**src/rtl/game_score_timer.sv**
```systemverilog
`default_nettype none
// ============================================================================
// Module   : game_score_timer
// Brief    : Reaction-game countdown, round timer and saturating BCD score
//            with streak bonus, wrong-answer penalty, pause and seven-segment
//            (active-low) digit outputs.
// Revision : 1.0 - initial release
// ============================================================================
module game_score_timer #(
    parameter int TICK_DIV  = 50000000,
    parameter int PRESTART  = 3,
    parameter int GAME_TIME = 60,
    parameter int STREAK_N  = 3,
    parameter int BONUS     = 2
) (
    input  logic       clock,
    input  logic       reset,
    input  logic       start,
    input  logic       pause,
    input  logic       button_left,
    input  logic       button_right,
    input  logic       correct,
    output logic [6:0] time_seg,
    output logic [6:0] time10_seg,
    output logic [6:0] score_seg,
    output logic [6:0] score10_seg,
    output logic [2:0] game_state,
    output logic       done
);

    localparam int               DIV_W      = $clog2(TICK_DIV);
    localparam logic [DIV_W-1:0] DIV_LAST   = DIV_W'(TICK_DIV - 1);
    localparam logic [DIV_W-1:0] DIV_ONE    = DIV_W'(1);
    localparam logic [3:0]       PRE_O      = 4'(PRESTART);
    localparam logic [3:0]       GT_T       = 4'(GAME_TIME / 10);
    localparam logic [3:0]       GT_O       = 4'(GAME_TIME % 10);
    localparam logic [3:0]       BONUS_V    = 4'(BONUS);
    localparam logic [2:0]       STREAK_MAX = 3'(STREAK_N);

    localparam logic [2:0] ST_IDLE  = 3'd0;
    localparam logic [2:0] ST_READY = 3'd1;
    localparam logic [2:0] ST_RUN   = 3'd2;
    localparam logic [2:0] ST_PAUSE = 3'd3;
    localparam logic [2:0] ST_DONE  = 3'd4;

    // Input pipeline, bit order {start, pause, left, right}
    logic [3:0] in_s1_q, in_s2_q, in_s3_q, edge_q;
    logic       corr_s1_q, corr_s2_q, corr_q;

    logic [2:0]       state_q, state_d;
    logic [DIV_W-1:0] div_q, div_d;
    logic [3:0]       time_t_q, time_t_d, time_o_q, time_o_d;
    logic [3:0]       score_t_q, score_t_d, score_o_q, score_o_d;
    logic [2:0]       streak_q, streak_d;
    logic             done_q, done_d;

    logic       start_edge, pause_edge, answer_edge, tick, time_one;
    logic [3:0] dec_t, dec_o, score_inc;
    logic [6:0] score_bin, score_up, score_dn, score_new;

    // Two-stage synchroniser plus registered rising-edge detect; correct is
    // delayed by the same depth so it lines up with the answer edge.
    always_ff @(posedge clock or negedge reset) begin
        if (!reset) begin
            in_s1_q   <= 4'd0;
            in_s2_q   <= 4'd0;
            in_s3_q   <= 4'd0;
            edge_q    <= 4'd0;
            corr_s1_q <= 1'b0;
            corr_s2_q <= 1'b0;
            corr_q    <= 1'b0;
        end else begin
            in_s1_q   <= {start, pause, button_left, button_right};
            in_s2_q   <= in_s1_q;
            in_s3_q   <= in_s2_q;
            edge_q    <= in_s2_q & ~in_s3_q;
            corr_s1_q <= correct;
            corr_s2_q <= corr_s1_q;
            corr_q    <= corr_s2_q;
        end
    end

    assign start_edge  = edge_q[3];
    assign pause_edge  = edge_q[2];
    assign answer_edge = edge_q[1] | edge_q[0];

    assign tick     = ((state_q == ST_READY) || (state_q == ST_RUN)) && (div_q == DIV_LAST);
    assign time_one = (time_t_q == 4'd0) && (time_o_q == 4'd1);
    assign dec_o    = (time_o_q == 4'd0) ? 4'd9 : time_o_q - 4'd1;
    assign dec_t    = (time_o_q == 4'd0) ? time_t_q - 4'd1 : time_t_q;

    // Score arithmetic in binary, saturating at 0 and 99
    always_comb begin
        score_bin = 7'(score_t_q) * 7'd10 + 7'(score_o_q);
        score_inc = (streak_q >= STREAK_MAX) ? BONUS_V : 4'd1;
        score_up  = score_bin + 7'(score_inc);
        if (score_up > 7'd99) begin
            score_up = 7'd99;
        end
        score_dn  = (score_bin == 7'd0) ? 7'd0 : score_bin - 7'd1;
        score_new = corr_q ? score_up : score_dn;
    end

    // Game state machine, divider, time and score next-state
    always_comb begin
        state_d   = state_q;
        div_d     = div_q;
        time_t_d  = time_t_q;
        time_o_d  = time_o_q;
        score_t_d = score_t_q;
        score_o_d = score_o_q;
        streak_d  = streak_q;
        done_d    = 1'b0;
        case (state_q)
            ST_IDLE, ST_DONE: begin
                div_d = '0;
                if (start_edge) begin
                    score_t_d = 4'd0;
                    score_o_d = 4'd0;
                    streak_d  = 3'd0;
                    time_t_d  = 4'd0;
                    time_o_d  = PRE_O;
                    state_d   = ST_READY;
                end
            end
            ST_READY: begin
                div_d = tick ? '0 : div_q + DIV_ONE;
                if (tick) begin
                    if (time_one) begin
                        time_t_d = GT_T;
                        time_o_d = GT_O;
                        state_d  = ST_RUN;
                    end else begin
                        time_t_d = dec_t;
                        time_o_d = dec_o;
                    end
                end
            end
            ST_RUN: begin
                div_d = tick ? '0 : div_q + DIV_ONE;
                if (answer_edge) begin
                    score_t_d = 4'(score_new / 7'd10);
                    score_o_d = 4'(score_new % 7'd10);
                    if (corr_q) begin
                        streak_d = (streak_q >= STREAK_MAX) ? STREAK_MAX : streak_q + 3'd1;
                    end else begin
                        streak_d = 3'd0;
                    end
                end
                if (tick && time_one) begin
                    time_t_d = 4'd0;
                    time_o_d = 4'd0;
                    state_d  = ST_DONE;
                    done_d   = 1'b1;
                end else begin
                    if (tick) begin
                        time_t_d = dec_t;
                        time_o_d = dec_o;
                    end
                    if (pause_edge) begin
                        state_d = ST_PAUSE;
                    end
                end
            end
            ST_PAUSE: begin
                if (pause_edge) begin
                    state_d = ST_RUN;
                end
            end
            default: begin
                state_d = ST_IDLE;
                div_d   = '0;
            end
        endcase
    end

    // State registers
    always_ff @(posedge clock or negedge reset) begin
        if (!reset) begin
            state_q   <= ST_IDLE;
            div_q     <= '0;
            time_t_q  <= 4'd0;
            time_o_q  <= 4'd0;
            score_t_q <= 4'd0;
            score_o_q <= 4'd0;
            streak_q  <= 3'd0;
            done_q    <= 1'b0;
        end else begin
            state_q   <= state_d;
            div_q     <= div_d;
            time_t_q  <= time_t_d;
            time_o_q  <= time_o_d;
            score_t_q <= score_t_d;
            score_o_q <= score_o_d;
            streak_q  <= streak_d;
            done_q    <= done_d;
        end
    end

    function automatic logic [6:0] seg7(input logic [3:0] d);
        case (d)
            4'd0:    return 7'b1000000;
            4'd1:    return 7'b1111001;
            4'd2:    return 7'b0100100;
            4'd3:    return 7'b0110000;
            4'd4:    return 7'b0011001;
            4'd5:    return 7'b0010010;
            4'd6:    return 7'b0000010;
            4'd7:    return 7'b1111000;
            4'd8:    return 7'b0000000;
            4'd9:    return 7'b0010000;
            default: return 7'b1111111;
        endcase
    endfunction

    assign time_seg    = seg7(time_o_q);
    assign time10_seg  = seg7(time_t_q);
    assign score_seg   = seg7(score_o_q);
    assign score10_seg = seg7(score_t_q);
    assign game_state  = state_q;
    assign done        = done_q;

endmodule
`default_nettype wire

```
**config.mk**
```make
export PLATFORM = sky130hd
export DESIGN_NAME = game_score_timer
export DESIGN_NICKNAME = d
export VERILOG_FILES = /design/src/rtl/game_score_timer.sv
export SDC_FILE = /design/constraint.sdc
export NUM_CORES = 1
export LEC_CHECK = 0
export CORE_UTILIZATION = 45
export CTS_CLUSTER_SIZE = 25
export DETAILED_ROUTE_END_ITERATION = 8
export PLACE_DENSITY = 0.74
export SLEW_MARGIN = 5
export SYNTH_ARGS = -nofsm -noshare
export SYNTH_HDL_FRONTEND = slang
export SYNTH_SLANG_ARGS = --single-unit
```
**constraint.sdc**
```tcl
create_clock -name clock -period 10.9 [get_ports clock]
set_input_delay 2.18 -clock clock [delete_from_list [all_inputs] [get_ports clock]]
set_output_delay 2.18 -clock clock [all_outputs]
set_load 0.02 [all_outputs]
```
==> results of run 1 <==
logic make-up (layout without fill, tap and decap cells):
family / Yosys count / count (layout) / share of synthesized area (%)
buffers and inverters: 42 / 76 / 3.31
AND/OR/NAND/NOR: 263 / 263 / 25.5
multiplexers: 5 / 5 / 1.03
AO/OA/AOI/OAI: 151 / 151 / 21.3
XOR/XNOR: 30 / 30 / 5.74
adder cells (fa/ha/maj): 38 / 38 / 9.77
flip-flops: 68 / 68 / 33.4
worst max-delay path: cells and delay by family, from the launching register on:
kind	cells	cell delay, ps
AO/OA/AOI/OAI	7	2300
adder cells (fa/ha/maj)	5	1340
buffers and inverters	2	190
flip-flops	1	410
AND/OR/NAND/NOR	5	1070
final cells by class:
type | count | area [um^2] | area share, %
multi-input cells | 487 | 3230 | 54.9
flip-flops and latches | 68 | 1700 | 29.0
repair buffers | 40 | 390 | 6.64
clock buffers | 9 | 225 | 3.83
well taps | 140 | 175 | 2.98
clock inverters | 7 | 82.6 | 1.41
inverters | 20 | 75.1 | 1.28
worst paths after layout:
kind,endpoint
setup / recovery,score_o_q[2]
hold / removal,in_s2_q[1]
setup reg to reg,score_o_q[2]
min in group asynchronous,div_q[7]
max in group asynchronous,time_o_q[1]
hold reg to reg,in_s2_q[1]
cells in the mapped netlist, drive strengths merged (3+ instances only):
library cell / number
a211oi: 6
a21o: 8
a21oi: 33
a31oi: 9
and2: 8
and3: 8
buf: 5
clkbuf: 17
dfrtp: 68
fa: 3
ha: 35
inv: 20
mux2i: 3
nand2: 82
nand2b: 13
nand3: 18
nand4: 8
nor2: 67
nor2b: 10
nor3: 15
nor4: 7
o21a: 4
o21ai: 44
o311ai: 3
o31a: 3
o31ai: 9
or2: 9
or3: 6
xnor2: 13
xor2: 16
where the power goes:
group | switching (uW) | total [uW] | internal [uW]
clock | 113 | 294 | 180
combinational | 60.3 | 101 | 41.1
sequential | 21.1 | 289 | 268
total | 195 | 684 | 489
flip-flops by register name (all words and copies together), names as in the netlist:
signal,cells
corr_q,1
corr_s1_q,1
corr_s2_q,1
div_q,26
done,1
edge_q,4
game_state,3
in_s1_q,4
in_s2_q,4
in_s3_q,4
score_o_q,4
score_t_q,4
streak_q,3
time_o_q,4
time_t_q,4
per-layer routing:
layer | track usage (%) | wire [um]
met1 | 26.9 | 5150
met2 | 31.7 | 5210
met3 | 3.56 | 481
met4 | 6.08 | 161
met5 | 0 | 0
stage by stage:
| stage | setup WS [ps] | power, uW | hold WS (ps) |
|---|---|---|---|
| 5_1_grt | 5120 | 720 | 360 |
| 4_1_cts | 5510 | 691 | 349 |
| 2_1_floorplan | 6200 | 356 | 331 |
| 6_report | 5460 | 684 | 348 |
| 3_3_place_gp | 5750 | 392 | 335 |
| 3_5_place_dp | 5540 | 395 | 335 |
==> flow_summary.yaml, run 1 <==
synthesis:
  ys_async_sr_fraction_pct: 100
  ys_types: 84
  synth_seq_cells: 68
  synth_area_leaders: "dfrtp_1 33%, ha_1 8.6%, nand2_1 6.0%"
  synth_top_area_share_pct: 33.4
  ys_warn_count: 0
  yosysTopAreaCell: "dfrtp_1"
  synth_nets: 642
  synth-seq-area-share_pct: 33.4
  syn_avg_cell_area_um2: 8.54
  synth_cells: 597
  synth_edf_count: 0
  synthesis.area_um2: 5100
  synthFlopType: "dfrtp_1"
worst_setup_path:
  end_kind: "register"
  crit-reg2reg-launch: "streak_q[0]"
  worstPathCellList: "ha_1, ha_1, a211o_1, inv_1, ha_1, inv_1, fa_1, nand2b_1, a2111oi_2, nor4_4, o32ai_4, nor3b_1, nor4_2, nor3_1, ha_1, a31oi_1, a211o_1, a311oi_1, o31ai_1"
  cp.required_ps: 11100
  crit_path_start_kind: "register"
  arrival_ps: 5640
  cp_common_cell: "ha_1"
  reg2reg_setup_slack_ps: 5460
  slowest_delay_ps: 630
  cp_max_fo: 17
  slowest_stage: "o32ai_4"
  critPathKind: "reg2reg"
  cp-startpoint: "streak_q[0]"
  ff2ff_path_depth: 19
routing:
  num_vias: 4394
  vias_per_cell: 5.70
  wl_mm: 11.0
  drt_iter0_markers: 393
  first_pass_iters: 5
  drc: 0
  wl_per_cell_um: 14.3
  ant_nets: 0
sta:
  clock.fmax_mhz: 184
  finalSetupViolCount: 0
  maxSlewHeadroom_pct: 31.8
  rsz0062_at_grt: "false"
  finalSetupTns_ps: 0
  finalClockSkew_ps: 6.06
  hold_viol: 0
  drv_slew: 0
  fin_crit_ps: 5440
  timing.final.crit_share_pct: 49.9
  worst_pin_slew_ps: 1010
floorplan:
  start_util_pct: 46.6
  rows: 38
  dieArea_um2: 11800
  dieWidth_um: 108
  fp.coreArea_um2: 10900
  io_pins: 39
  die_y_um: 108
clock_tree:
  path_clk_slew_ps: 60
  cts_setup_buffers: 0
  clock-sinks: 68
  clk_path_buf_depth: 2
  cts_buffers: 9
  cts.htree.levels: 3
  cts_tree: "done"
  hold_buffers: 0
  cts_resized: 0
  clock_latency_ps: 330
  root_buffer: "clkbuf_16"
cells_and_area:
  design_area_um2: 5880
  fill_cells: 1013
  num_antenna_cells: 0
  drive_above_1_share_pct: 8.24
  finish.utilization_pct: 53.7
  layout.cells.most_common: "nand2_1"
  area_growth_pct: 15.3
  nNetsFinal: 671
  instances_no_fill: 771
  layout_common_cells: "82 x nand2_1, 68 x dfrtp_1, 66 x nor2_1"
worst_hold_path:
  min_path_cells: 0
  hold_start: "in_s1_q[1]"
  hold_path.class: "reg2reg"
global_routing:
  grt.overflow.total: 0
  grt_pass1_wl_mm: 18.8
  grt_max_degree: 69
  first_global_vias: 4032
  groute.usage.overall_pct: 19.7
  antenna_found_initial: 0
power:
  leakagePower_uw: 0.00254
  power_density_nw_per_um2: 116
  peakVddDrop_uv: 105
flow_run:
  maxCapViolCount: 0
placement:
  placedCellCount: 755
  finalWeightedCongestion: 0.893
  place_hpwl_mm: 8.09
  numPortBuffers: 38
  placed_area_um2: 5570
run_status:
  status: "complete, no violations"
No activity file was read; power rests on OpenSTA's default activity.
==> run 2, diff against run 1 <==
==> constraint.sdc (replaced) <==
create_clock -name clock -period 5.34 [get_ports clock]
set_input_delay 1.068 -clock clock [delete_from_list [all_inputs] [get_ports clock]]
set_output_delay 1.068 -clock clock [all_outputs]
set_load 0.02 [all_outputs]
==> flow_summary.yaml, run 2 (synthesis results as in run 1) <==
routing:
  drt_iter0_markers: 444
  ant_nets: 0
  wl_mm: 11.2
  vias_per_cell: 5.72
  wl_per_cell_um: 14.4
  num_vias: 4424
  first_pass_iters: 5
  drc: 0
run_status:
  status: "complete, no violations"
worst_setup_path:
  slowest_stage: "fa_1"
  cp.required_ps: 5550
  cp_common_cell: "ha_1"
  path_buf_inv: 2
  cp_max_fo: 7
  path_delay_family: "compound AO/OA/AOI/OAI gates"
  crit_path_start_kind: "register"
  slowest_delay_ps: 460
  worstPathCellList: "ha_1, ha_1, a211o_1, inv_1, ha_1, inv_1, fa_1, nand2b_1, a2111oi_4, nor4_4, o311a_1, nor2_1, nor3_1, nor3_1, ha_2, nand2_1, a211o_1, a311oi_1, o31ai_1"
  critPathKind: "reg2reg"
  arrival_ps: 5250
  end_kind: "register"
cells_and_area:
  top_register: "div_q"
  layout.cells.most_common: "nand2_1"
  fill_cells: 993
  num_antenna_cells: 0
  drive_above_1_share_pct: 8.83
  instances_no_fill: 774
  nNetsFinal: 674
  area_growth_pct: 16.4
  largest_reg_flops: 26
  layout_common_cells: "82 x nand2_1, 68 x dfrtp_1, 66 x nor2_1"
sta:
  fin_crit_ps: 5040
  finalSetupTns_ps: 0
  drv_slew: 0
  maxSlewHeadroom_pct: 39.4
  worst_pin_slew_ps: 901
  timing.final.crit_share_pct: 94.4
  finalClockSkew_ps: 4.59
  setup_ws_ps: 298
  rsz0062_at_grt: "false"
  clock.fmax_mhz: 198
  finalSetupViolCount: 0
  hold_viol: 0
clock_tree:
  cts_resized: 0
  path_clk_slew_ps: 60
  hold_buffers: 0
  clk_path_buf_depth: 2
  cts_tree: "done"
  clock_latency_ps: 330
  clock-sinks: 68
  cts_buffers: 9
  root_buffer: "clkbuf_16"
  cts.htree.levels: 3
  cts_setup_buffers: 0
power:
  peakVddDrop_uv: 185
  leakagePower_uw: 0.00255
  power_density_nw_per_um2: 241
floorplan:
  dieWidth_um: 108
  start_util_pct: 46.6
  rows: 38
  dieArea_um2: 11800
  die_y_um: 108
  io_pins: 39
  fp.coreArea_um2: 10900
placement:
  place_hpwl_mm: 8.20
  numPortBuffers: 38
  placedCellCount: 758
  finalWeightedCongestion: 0.896
  dp_slack_ps: 148
global_routing:
  antenna_found_initial: 0
  grt.overflow.total: 0
  groute.usage.overall_pct: 20.2
  grt_max_degree: 69
  first_global_vias: 4185
  grt_pass1_wl_mm: 19.2
flow_run:
  maxCapViolCount: 0
worst_hold_path:
  hold_path.class: "reg2reg"
==> run 2: per-stage QoR <==
step                util (%)  hold slack [ps]  area (um^2)  power, uW
global route            54.2              356         5930       1500
floorplan                  -              331         5100        726
detailed placement      51.1              335         5590        805
CTS                     54.1              348         5920       1450
finish                  54.2              347         5930       1430
global placement        51.1              333         5590        798
==> run 2: area by class of cell <==
type / count / area (um^2) / share of cell area (%)
Tap cell: 140 / 175 / 2.95
Timing Repair Buffer: 43 / 413 / 6.96
Multi-Input combinational cell: 487 / 3240 / 54.7
Sequential cell: 68 / 1700 / 28.7
Clock buffer: 9 / 225 / 3.80
Inverter: 20 / 75.1 / 1.27
Clock inverter: 7 / 100 / 1.69
==> run 2: worst register-to-register path, delay by kind of cell (launching register included) <==
kind            cells  cell delay (ps)
compound gates      6             1800
fa+ha+maj           5             1320
simple gates        6             1180
flops               1              410
buf+inv             2              200
==> run 2: path summary, 6_finish.rpt <==
path                              from           end  slack [ps]  cells past startpoint
hold reg to reg              corr_s2_q        corr_q         350                      0
max in group asynchronous        reset   streak_q[2]        3860                      2
min in group asynchronous        reset      div_q[8]         920                      2
setup reg to reg           streak_q[0]  score_o_q[2]         300                     19
setup / recovery           streak_q[0]  score_o_q[2]         300                     19
hold / removal               corr_s2_q        corr_q         350                      0
==> run 2: layer usage <==
metal	track usage (%)	routed length (um)	vias to the layer above
met4	5.21	134	0
met1	27.0	5180	2110
met3	3.50	466	16
met5	0	0	-
li1	-	-	2195
met2	33.7	5380	103
==> run 2: power breakdown <==
part | internal, uW | leakage [uW] | switching [uW]
logic | 84.2 | 0.00152 | 124
registers | 547 | 0.000886 | 43.4
clock network | 410 | 0.000148 | 221
total | 1040 | 0.00255 | 389
